## src/rtl/muldiv_pkg.sv

```systemverilog
// Shared definitions for the multiply/divide functional unit: opcodes,
// latency-counter width, FSM state type and a small opcode helper.
package muldiv_pkg;

  // Opcodes the unit executes; every other 3-bit value is illegal.
  localparam logic [2:0] OP_MUL = 3'b010;
  localparam logic [2:0] OP_DIV = 3'b011;

  // Width of the latency down-counter; it covers latencies 1..15.
  localparam int CNT_W = 4;

  // Unit-level control states.
  typedef enum logic [1:0] {
    IDLE     = 2'd0,
    EXEC     = 2'd1,
    WAIT_CDB = 2'd2
  } state_t;

  // True for the two opcodes this unit knows how to execute.
  function automatic logic is_legal_op(input logic [2:0] code);
    return (code == OP_MUL) || (code == OP_DIV);
  endfunction

endpackage

```

## src/rtl/lat_counter.sv

```systemverilog
// Loadable down-counter used to time the execute phase of an operation.
// It stops at zero instead of wrapping, and reports when it is at zero.
module lat_counter
  import muldiv_pkg::*;
(
  input  logic             clk,
  input  logic             reset,
  input  logic             load,
  input  logic [CNT_W-1:0] load_value,
  input  logic             dec,
  output logic [CNT_W-1:0] count,
  output logic             zero
);

  // Count register: reset clears, load wins over decrement, and the
  // count saturates at zero.
  always_ff @(posedge clk) begin
    if (reset) begin
      count <= '0;
    end else if (load) begin
      count <= load_value;
    end else if (dec && (count != '0)) begin
      count <= count - CNT_W'(1);
    end
  end

  // Zero flag.
  always_comb begin
    zero = (count == '0);
  end

endmodule

```

## src/rtl/muldiv_unit.sv

```systemverilog
// Multi-cycle unsigned multiply/divide functional unit. It accepts one
// operation from a reservation station, keeps it for a fixed latency,
// then holds the result on the common data bus until it is granted.
module muldiv_unit
  import muldiv_pkg::*;
#(
  parameter int DATA_W  = 9,
  parameter int ADDR_W  = 3,
  parameter int TAG_W   = 3,
  parameter int MUL_LAT = 3,   // legal range 1..15
  parameter int DIV_LAT = 4    // legal range 1..15
) (
  input  logic              clk,
  input  logic              reset,
  input  logic              issue_valid,
  output logic              issue_ready,
  input  logic [2:0]        op,
  input  logic [DATA_W-1:0] src_x,
  input  logic [DATA_W-1:0] src_y,
  input  logic [ADDR_W-1:0] dest_addr,
  input  logic [TAG_W-1:0]  tag,
  output logic              cdb_valid,
  input  logic              cdb_grant,
  output logic [DATA_W-1:0] result,
  output logic [ADDR_W-1:0] result_addr,
  output logic [TAG_W-1:0]  result_tag,
  output logic              div_by_zero,
  output logic              illegal_op
);

  localparam logic [CNT_W-1:0] MUL_CNT = CNT_W'(MUL_LAT);
  localparam logic [CNT_W-1:0] DIV_CNT = CNT_W'(DIV_LAT);

  state_t state;
  state_t next_state;

  logic              accept;
  logic              op_legal;

  logic [2:0]        op_q;
  logic [DATA_W-1:0] x_q;
  logic [DATA_W-1:0] y_q;
  logic [ADDR_W-1:0] addr_q;
  logic [TAG_W-1:0]  tag_q;

  logic              cnt_load;
  logic [CNT_W-1:0]  cnt_load_value;
  logic              cnt_dec;
  logic [CNT_W-1:0]  cnt_value;
  logic              cnt_zero;
  logic              exec_done;

  logic [DATA_W-1:0] mul_result;
  logic [DATA_W-1:0] div_result;
  logic              div_zero;
  logic [DATA_W-1:0] arith_result;
  logic              arith_dbz;

  // The counter is loaded with the full latency on accept and ticks once
  // per EXEC cycle; the last EXEC cycle is the one where it still reads 1.
  lat_counter u_lat_counter (
    .clk        (clk),
    .reset      (reset),
    .load       (cnt_load),
    .load_value (cnt_load_value),
    .dec        (cnt_dec),
    .count      (cnt_value),
    .zero       (cnt_zero)
  );

  // Handshake decode shared by the FSM and the capture registers.
  always_comb begin
    accept    = issue_valid && issue_ready;
    op_legal  = is_legal_op(op);
    exec_done = (state == EXEC) && ((cnt_value == CNT_W'(1)) || cnt_zero);
  end

  // State register; reset aborts whatever operation is in flight.
  always_ff @(posedge clk) begin
    if (reset) begin
      state <= IDLE;
    end else begin
      state <= next_state;
    end
  end

  // Next-state logic plus the handshake outputs and counter controls.
  always_comb begin
    next_state     = state;
    issue_ready    = 1'b0;
    cdb_valid      = 1'b0;
    cnt_load       = 1'b0;
    cnt_load_value = '0;
    cnt_dec        = 1'b0;
    case (state)
      IDLE: begin
        issue_ready = 1'b1;
        if (issue_valid && op_legal) begin
          next_state     = EXEC;
          cnt_load       = 1'b1;
          cnt_load_value = (op == OP_MUL) ? MUL_CNT : DIV_CNT;
        end
      end
      EXEC: begin
        cnt_dec = 1'b1;
        if (exec_done) begin
          next_state = WAIT_CDB;
        end
      end
      WAIT_CDB: begin
        cdb_valid = 1'b1;
        if (cdb_grant) begin
          next_state = IDLE;
        end
      end
      default: begin
        next_state = IDLE;
      end
    endcase
  end

  // Operand capture on a legal accept; later input changes are ignored.
  always_ff @(posedge clk) begin
    if (reset) begin
      op_q   <= '0;
      x_q    <= '0;
      y_q    <= '0;
      addr_q <= '0;
      tag_q  <= '0;
    end else if (accept && op_legal) begin
      op_q   <= op;
      x_q    <= src_x;
      y_q    <= src_y;
      addr_q <= dest_addr;
      tag_q  <= tag;
    end
  end

  // Arithmetic from the captured operands. Assigning the product to a
  // DATA_W-wide target keeps only its low bits, which is the intended
  // silent truncation; division by zero yields all ones.
  always_comb begin
    mul_result = x_q * y_q;
    div_zero   = (y_q == '0);
    div_result = div_zero ? '1 : (x_q / y_q);
    if (op_q == OP_MUL) begin
      arith_result = mul_result;
      arith_dbz    = 1'b0;
    end else begin
      arith_result = div_result;
      arith_dbz    = div_zero;
    end
  end

  // Broadcast registers, loaded as the FSM enters WAIT_CDB and then held
  // steady until the bus grants them.
  always_ff @(posedge clk) begin
    if (reset) begin
      result      <= '0;
      result_addr <= '0;
      result_tag  <= '0;
      div_by_zero <= 1'b0;
    end else if (exec_done) begin
      result      <= arith_result;
      result_addr <= addr_q;
      result_tag  <= tag_q;
      div_by_zero <= arith_dbz;
    end
  end

  // Illegal opcodes are consumed in IDLE and flagged for exactly one cycle.
  always_ff @(posedge clk) begin
    if (reset) begin
      illegal_op <= 1'b0;
    end else begin
      illegal_op <= accept && !op_legal;
    end
  end

endmodule

```

## config.mk

```make
export PLATFORM = sky130hd
export DESIGN_NAME = muldiv_unit
export DESIGN_NICKNAME = d
export VERILOG_FILES = /design/src/rtl/muldiv_pkg.sv /design/src/rtl/lat_counter.sv /design/src/rtl/muldiv_unit.sv
export SDC_FILE = /design/constraint.sdc
export NUM_CORES = 1
export LEC_CHECK = 0
export ABC_AREA = 1
export CAP_MARGIN = 15
export CORE_ASPECT_RATIO = 0.8
export CORE_UTILIZATION = 59
export CTS_BUF_LIST = sky130_fd_sc_hd__clkbuf_8 sky130_fd_sc_hd__clkbuf_16
export DETAILED_ROUTE_END_ITERATION = 16
export PLACE_DENSITY = 0.82
export SLEW_MARGIN = 20
export SYNTH_ARGS = -nofsm -noshare
export SYNTH_HDL_FRONTEND = slang
export SYNTH_HIERARCHICAL = 1
export SYNTH_SLANG_ARGS = --single-unit
```

## constraint.sdc

```tcl
create_clock -name clk -period 11.5 [get_ports clk]
set_input_delay 1.15 -clock clk [delete_from_list [all_inputs] [get_ports clk]]
set_output_delay 1.15 -clock clk [all_outputs]
set_load 0.01 [all_outputs]
```

* After elaboration in Yosys (flattened, before gate mapping)
Cells that the tools add are included. W data, S select, Z words.
Operators by class: add/subtract/negate cells 1, multipliers 1, divide/modulo/power cells 1, order comparisons 0, eq/ne operators 9, shifts and indexed selects 0, multiplexer cells 17, bitwise operators 0, reduce and logical (&&, ||, !) cells 15
Operators with widths (count):
- $mux W9 | 2
- $div A9 B9 Y9 | 1
- $eq A3 B2 Y1 const B | 3
- $logic_not A9 Y1 | 1
- $mul A9 B9 Y9 | 1
- $mux W3 | 3
- $mux W4 | 2
- $logic_and A1 B1 Y1 | 6
- $mux W1 | 6
- $mux W2 | 3
- $ne A2 B2 Y1 const B | 3
- $pmux W2 S3 | 1
- $eq A4 B1 Y1 const B | 1
- $logic_not A4 Y1 | 1
- $reduce_bool A4 Y1 | 1
- $sub A4 B1 Y4 const B | 1
- $reduce_and A3 Y1 | 1
- $eq A2 B1 Y1 const B | 1
- $eq A2 B2 Y1 const B | 1
- $logic_not A2 Y1 | 1
- $logic_or A1 B1 Y1 | 2
- $reduce_bool A2 Y1 | 1
- $logic_not A1 Y1 | 1
Storage, ports and cells: register bits after elaboration 50, latch bits 0, RAM bits 0, ROM bits 0, bits of input ports 31, output and inout bits 19, word-level logic and storage cells 56, memories kept 0

* Depth between registers and ports, before layout
word-level depth 6, depth in mapped cells 78, mapped depth without buffers 75

* Modules after synthesis
The synthesis kept the hierarchy.
By module, submodules not included:
- muldiv_unit | times used 1, cells each 719, area each 5059.9 µm², sequential area each 920.9 µm²
- lat_counter | times used 1, cells each 41, area each 274.0 µm², sequential area each 80.1 µm²

* Least setup slack after synthesis
Ideal clock, no wire load.
path kind register to register, from register y_q[0], to register result[0], setup time 0.128 ns, arrival 9.677 ns, data required time 11.372 ns, path slack 1.695 ns, stages on the path, launching flop included 76, path buffers 2, clock period less this slack 9.805 ns, cells stage by stage dfxtp_1 -> inv_1 -> ha_1 -> or2_2 -> nand2_2 -> nand2_2 -> and2_1 -> ha_1 -> o21ai_0 -> nand2_1 -> nand2_4 -> nand2_1 -> o21ai_2 -> ha_1 -> inv_1 -> o21bai_1 -> nand2_1 -> nand2_1 -> [40 not listed] -> o211ai_1 -> nand2_1 -> a31oi_2 -> inv_2 -> buf_4 -> nand2_1 -> o21ai_1 -> ha_1 -> a21oi_1 -> o211ai_1 -> nand3_1 -> nand2_1 -> nand3_1 -> a21boi_0 -> o21ai_0 -> nand2_1 -> nand2_1 -> a21oi_1
Between the ends: longest elaborated chain between the ends 3, elaborated cells on any way between the ends 5, those cells by class 1 x mul; 1 x div; 2 x mux; 1 x reduce/logical
RTL lines:
- start, declared | RTL line muldiv_unit.sv:42 | logic [DATA_W-1:0] y_q;
- start signal, assigned | RTL line muldiv_unit.sv:133 | y_q <= src_y;
- $div A9 B9 Y9 / $logic_not A9 Y1 (equally long branches) | RTL line muldiv_unit.sv:145, muldiv_unit.sv:144
- $mux W9 | RTL line muldiv_unit.sv:145 | div_result = div_zero ? '1 : (x_q / y_q);
- $mux W9 (*) | RTL line muldiv_unit.sv:146 | if (op_q == OP_MUL) begin
- end signal, assigned | RTL line muldiv_unit.sv:164 | result <= arith_result;
- end, declared | RTL line muldiv_unit.sv:24 | output logic [DATA_W-1:0] result,
Every way passes the cells marked *; elsewhere a longest branch is shown, timed or not. A chain may end at the register's enable or synchronous reset.

* Worst setup path in the final report
Same ends and word-level chain as after synthesis.

==> flow_metrics.env <==
export IMPL_synth_nets=877
export IMPL_cpPeakStageDelay_ps=440
export IMPL_die_h_microns=87.0
export IMPL_worstPathRequired_ps=11720
export IMPL_path_clk_slew_ps=70
export IMPL_insertion_delay_ps=300
export IMPL_port_buffers=49
export IMPL_ys_seq_area_share_pct=18.8
export IMPL_drtIter0Drc=350
export IMPL_gp_congestion=0.971
export IMPL_rows=30
export IMPL_grt_pass1_vias=4830
export IMPL_final_cells=907
export IMPL_grt_use_total_pct=30.6
export IMPL_n_antenna_cell=0
export IMPL_synthTopCellsByCount="nand2_1, inv_1, nor2_1"
export IMPL_yosysTopAreaCell="dfxtp_1"
export IMPL_critPathMostFrequentCell="nand2_1"
export IMPL_numClockSinks=50
export IMPL_synth_area_per_cell_sq_um=7.02
export IMPL_syn_to_final_growth_pct=13.7
export IMPL_htree_num_levels=2
export IMPL_cts_root_buf="clkbuf_16"
export IMPL_setup_slack_ps=882
export IMPL_antenna_left=0
export IMPL_cp_max_fo=13
export IMPL_maxCapViolCount=0
export IMPL_postCtsHoldBufs=0
export IMPL_synth_edf_count=0
export IMPL_yosysTopAreaCellShare_pct=18.8
export IMPL_numCtsBuffers=5
export IMPL_multi_input_area_sq_um=3790
export IMPL_drc_errors=0
export IMPL_grt_max_degree=40
export IMPL_synth_top_cells_by_area="dfxtp_1, ha_1, nand2_1"
export IMPL_post_route_min_period_ps=10620
export IMPL_grt_pass1_wl_microns=22400
export IMPL_clk_path_buf_depth=2
export IMPL_n_fill_cell=693
export IMPL_synthMostInstantiatedCell="nand2_1"
export IMPL_slew_headroom_pct=32.0
export IMPL_dp_cells=895
export IMPL_final_hold_viol_count=0
export IMPL_setup_tns_ps=0
export IMPL_critPathKind="reg2reg"
export IMPL_synthFlopType="dfxtp_1"
export IMPL_setup_worst_path_start_class="flop"
export IMPL_holdCritPathClass="reg2reg"
export IMPL_die_width_microns=108
export IMPL_synth_cells=760
export IMPL_dr_pass1_iters=6
export IMPL_worstMarginPinSlew_ps=1020
export IMPL_status="finished, final reports clean"
export IMPL_ys_warn_count=6
export IMPL_register_area_sq_um=1000
export IMPL_ys_async_sr_fraction_pct=0
export IMPL_drive_gt1_share_pct=10.8
export IMPL_dpl_hpwl_microns=10800
export IMPL_synth_area_sq_um=5330
export IMPL_wl_microns=13900
export IMPL_antenna_found_initial=0
export IMPL_setup_violations=0
export IMPL_vias=4978
export IMPL_cp_data_arrival_time_ps=10840
export IMPL_post_route_util_pct=70.3
export IMPL_min_period_over_period_pct=92.3
export IMPL_nets=911
export IMPL_fmax_mhz=94.2
export IMPL_vias_per_cell=5.49
export IMPL_dieArea_sq_um=9430
export IMPL_core_sq_um=8630
export IMPL_ys_ff_latch=50
export IMPL_dp_slack_ps=425
export IMPL_drt_wirelength_per_cell_microns=15.3
export IMPL_synth_distinct_cells=47
export IMPL_start_util_pct=61.8
export IMPL_skew_ps=5.18
export IMPL_slew_viol_final=0
export IMPL_crit_path_end_kind="flop"
export IMPL_tritoncts="done"
export IMPL_crit_path_top_delay_cell="dfxtp_4"
export IMPL_io_pins=50
export IMPL_grt_ovfl_total=0
cell families after synthesis:
| logic type | synth area share, % |
|---|---|
| DFF | 18.8 |
| buffers and inverters | 10.8 |
| xor gates and xnor gates | 6.08 |
| and+or+nand+nor | 26.8 |
| adders and majority gates | 22.7 |
| AOI/OAI and AO/OA | 14.7 |
| other | 0.0703 |
area by class of cell:
class / instances / area share [%]
Clock buffer: 5 / 2.06
Clock inverter: 3 / 0.474
Timing Repair Buffer: 54 / 8.70
Sequential cell: 50 / 16.6
Inverter: 115 / 7.34
Multi-Input combinational cell: 567 / 62.4
Tap cell: 112 / 2.31
Timing Repair inverter: 1 / 0.124
metrics by stage:
step	hold WS (ps)	cell area (sq um)
2_1_floorplan	425	5330
3_3_place_gp	431	5830
3_5_place_dp	455	5830
4_1_cts	464	5990
5_1_grt	489	6070
6_report	461	6070
routing by layer:
metal	share of wire, %	global-route usage [%]	vias to the layer above	wire [microns]
li1	-	-	2500	-
met1	46	41.2	2279	6410
met2	45	51.4	172	6290
met3	6.0	3.22	27	838
met4	2.5	9.71	0	348
met5	0	0	-	0
worst paths after layout:
| check | from | end | slack, ps | cells past startpoint |
|---|---|---|---|---|
| hold / removal | op_q[1] | op_q[1] | 460 | 2 |
| hold reg to reg | op_q[1] | op_q[1] | 460 | 2 |
| setup / recovery | y_q[0] | result[0] | 880 | 75 |
| setup reg to reg | y_q[0] | result[0] | 880 | 75 |
flip-flops by register name, indices dropped and copies added (netlist names):
name	flops
op_q	3
state	2
u_lat_counter/count	4
illegal_op	1
tag_q	3
result_tag	3
x_q	9
addr_q	3
div_by_zero	1
y_q	9
result	9
result_addr	3
repair_timing:
item	4_1_cts	5_1_grt
endpoints found under the hold margin	0	0
setup endpoints to repair	0	1
resized for setup	0	13
setup buffers	0	3
critical path, delay by kind of cell (launching register included):
family,cells,cell delay (ps)
simple gates,39,3850
fa+ha+maj,9,2880
compound gates,19,2560
buf+inv,8,810
flops,1,440
placed cells by master, fill, tap and decap left out, drive strengths merged:
cell	instances
nand2	168
inv	112
nor2	75
ha	68
o21ai	68
dfxtp	50
clkdlybuf4s50	49
a21oi	46
nand3	37
xor2	19
xnor2	18
fa	18
nor3	9
or2	8
and2	6
clkbuf	5
buf	5
clkinv	4
clkinvlp	3
nand3b	3
o22ai	3
o31ai	3
a31oi	3
o211ai	2
o21bai	2
a21o	2
a21boi	2
o221ai	2
nand4	1
nor4	1
a211oi	1
o211a	1
conb	1
Power is not shown: default switching activity piles up to over one toggle a cycle in this logic, so the estimate is an artifact.
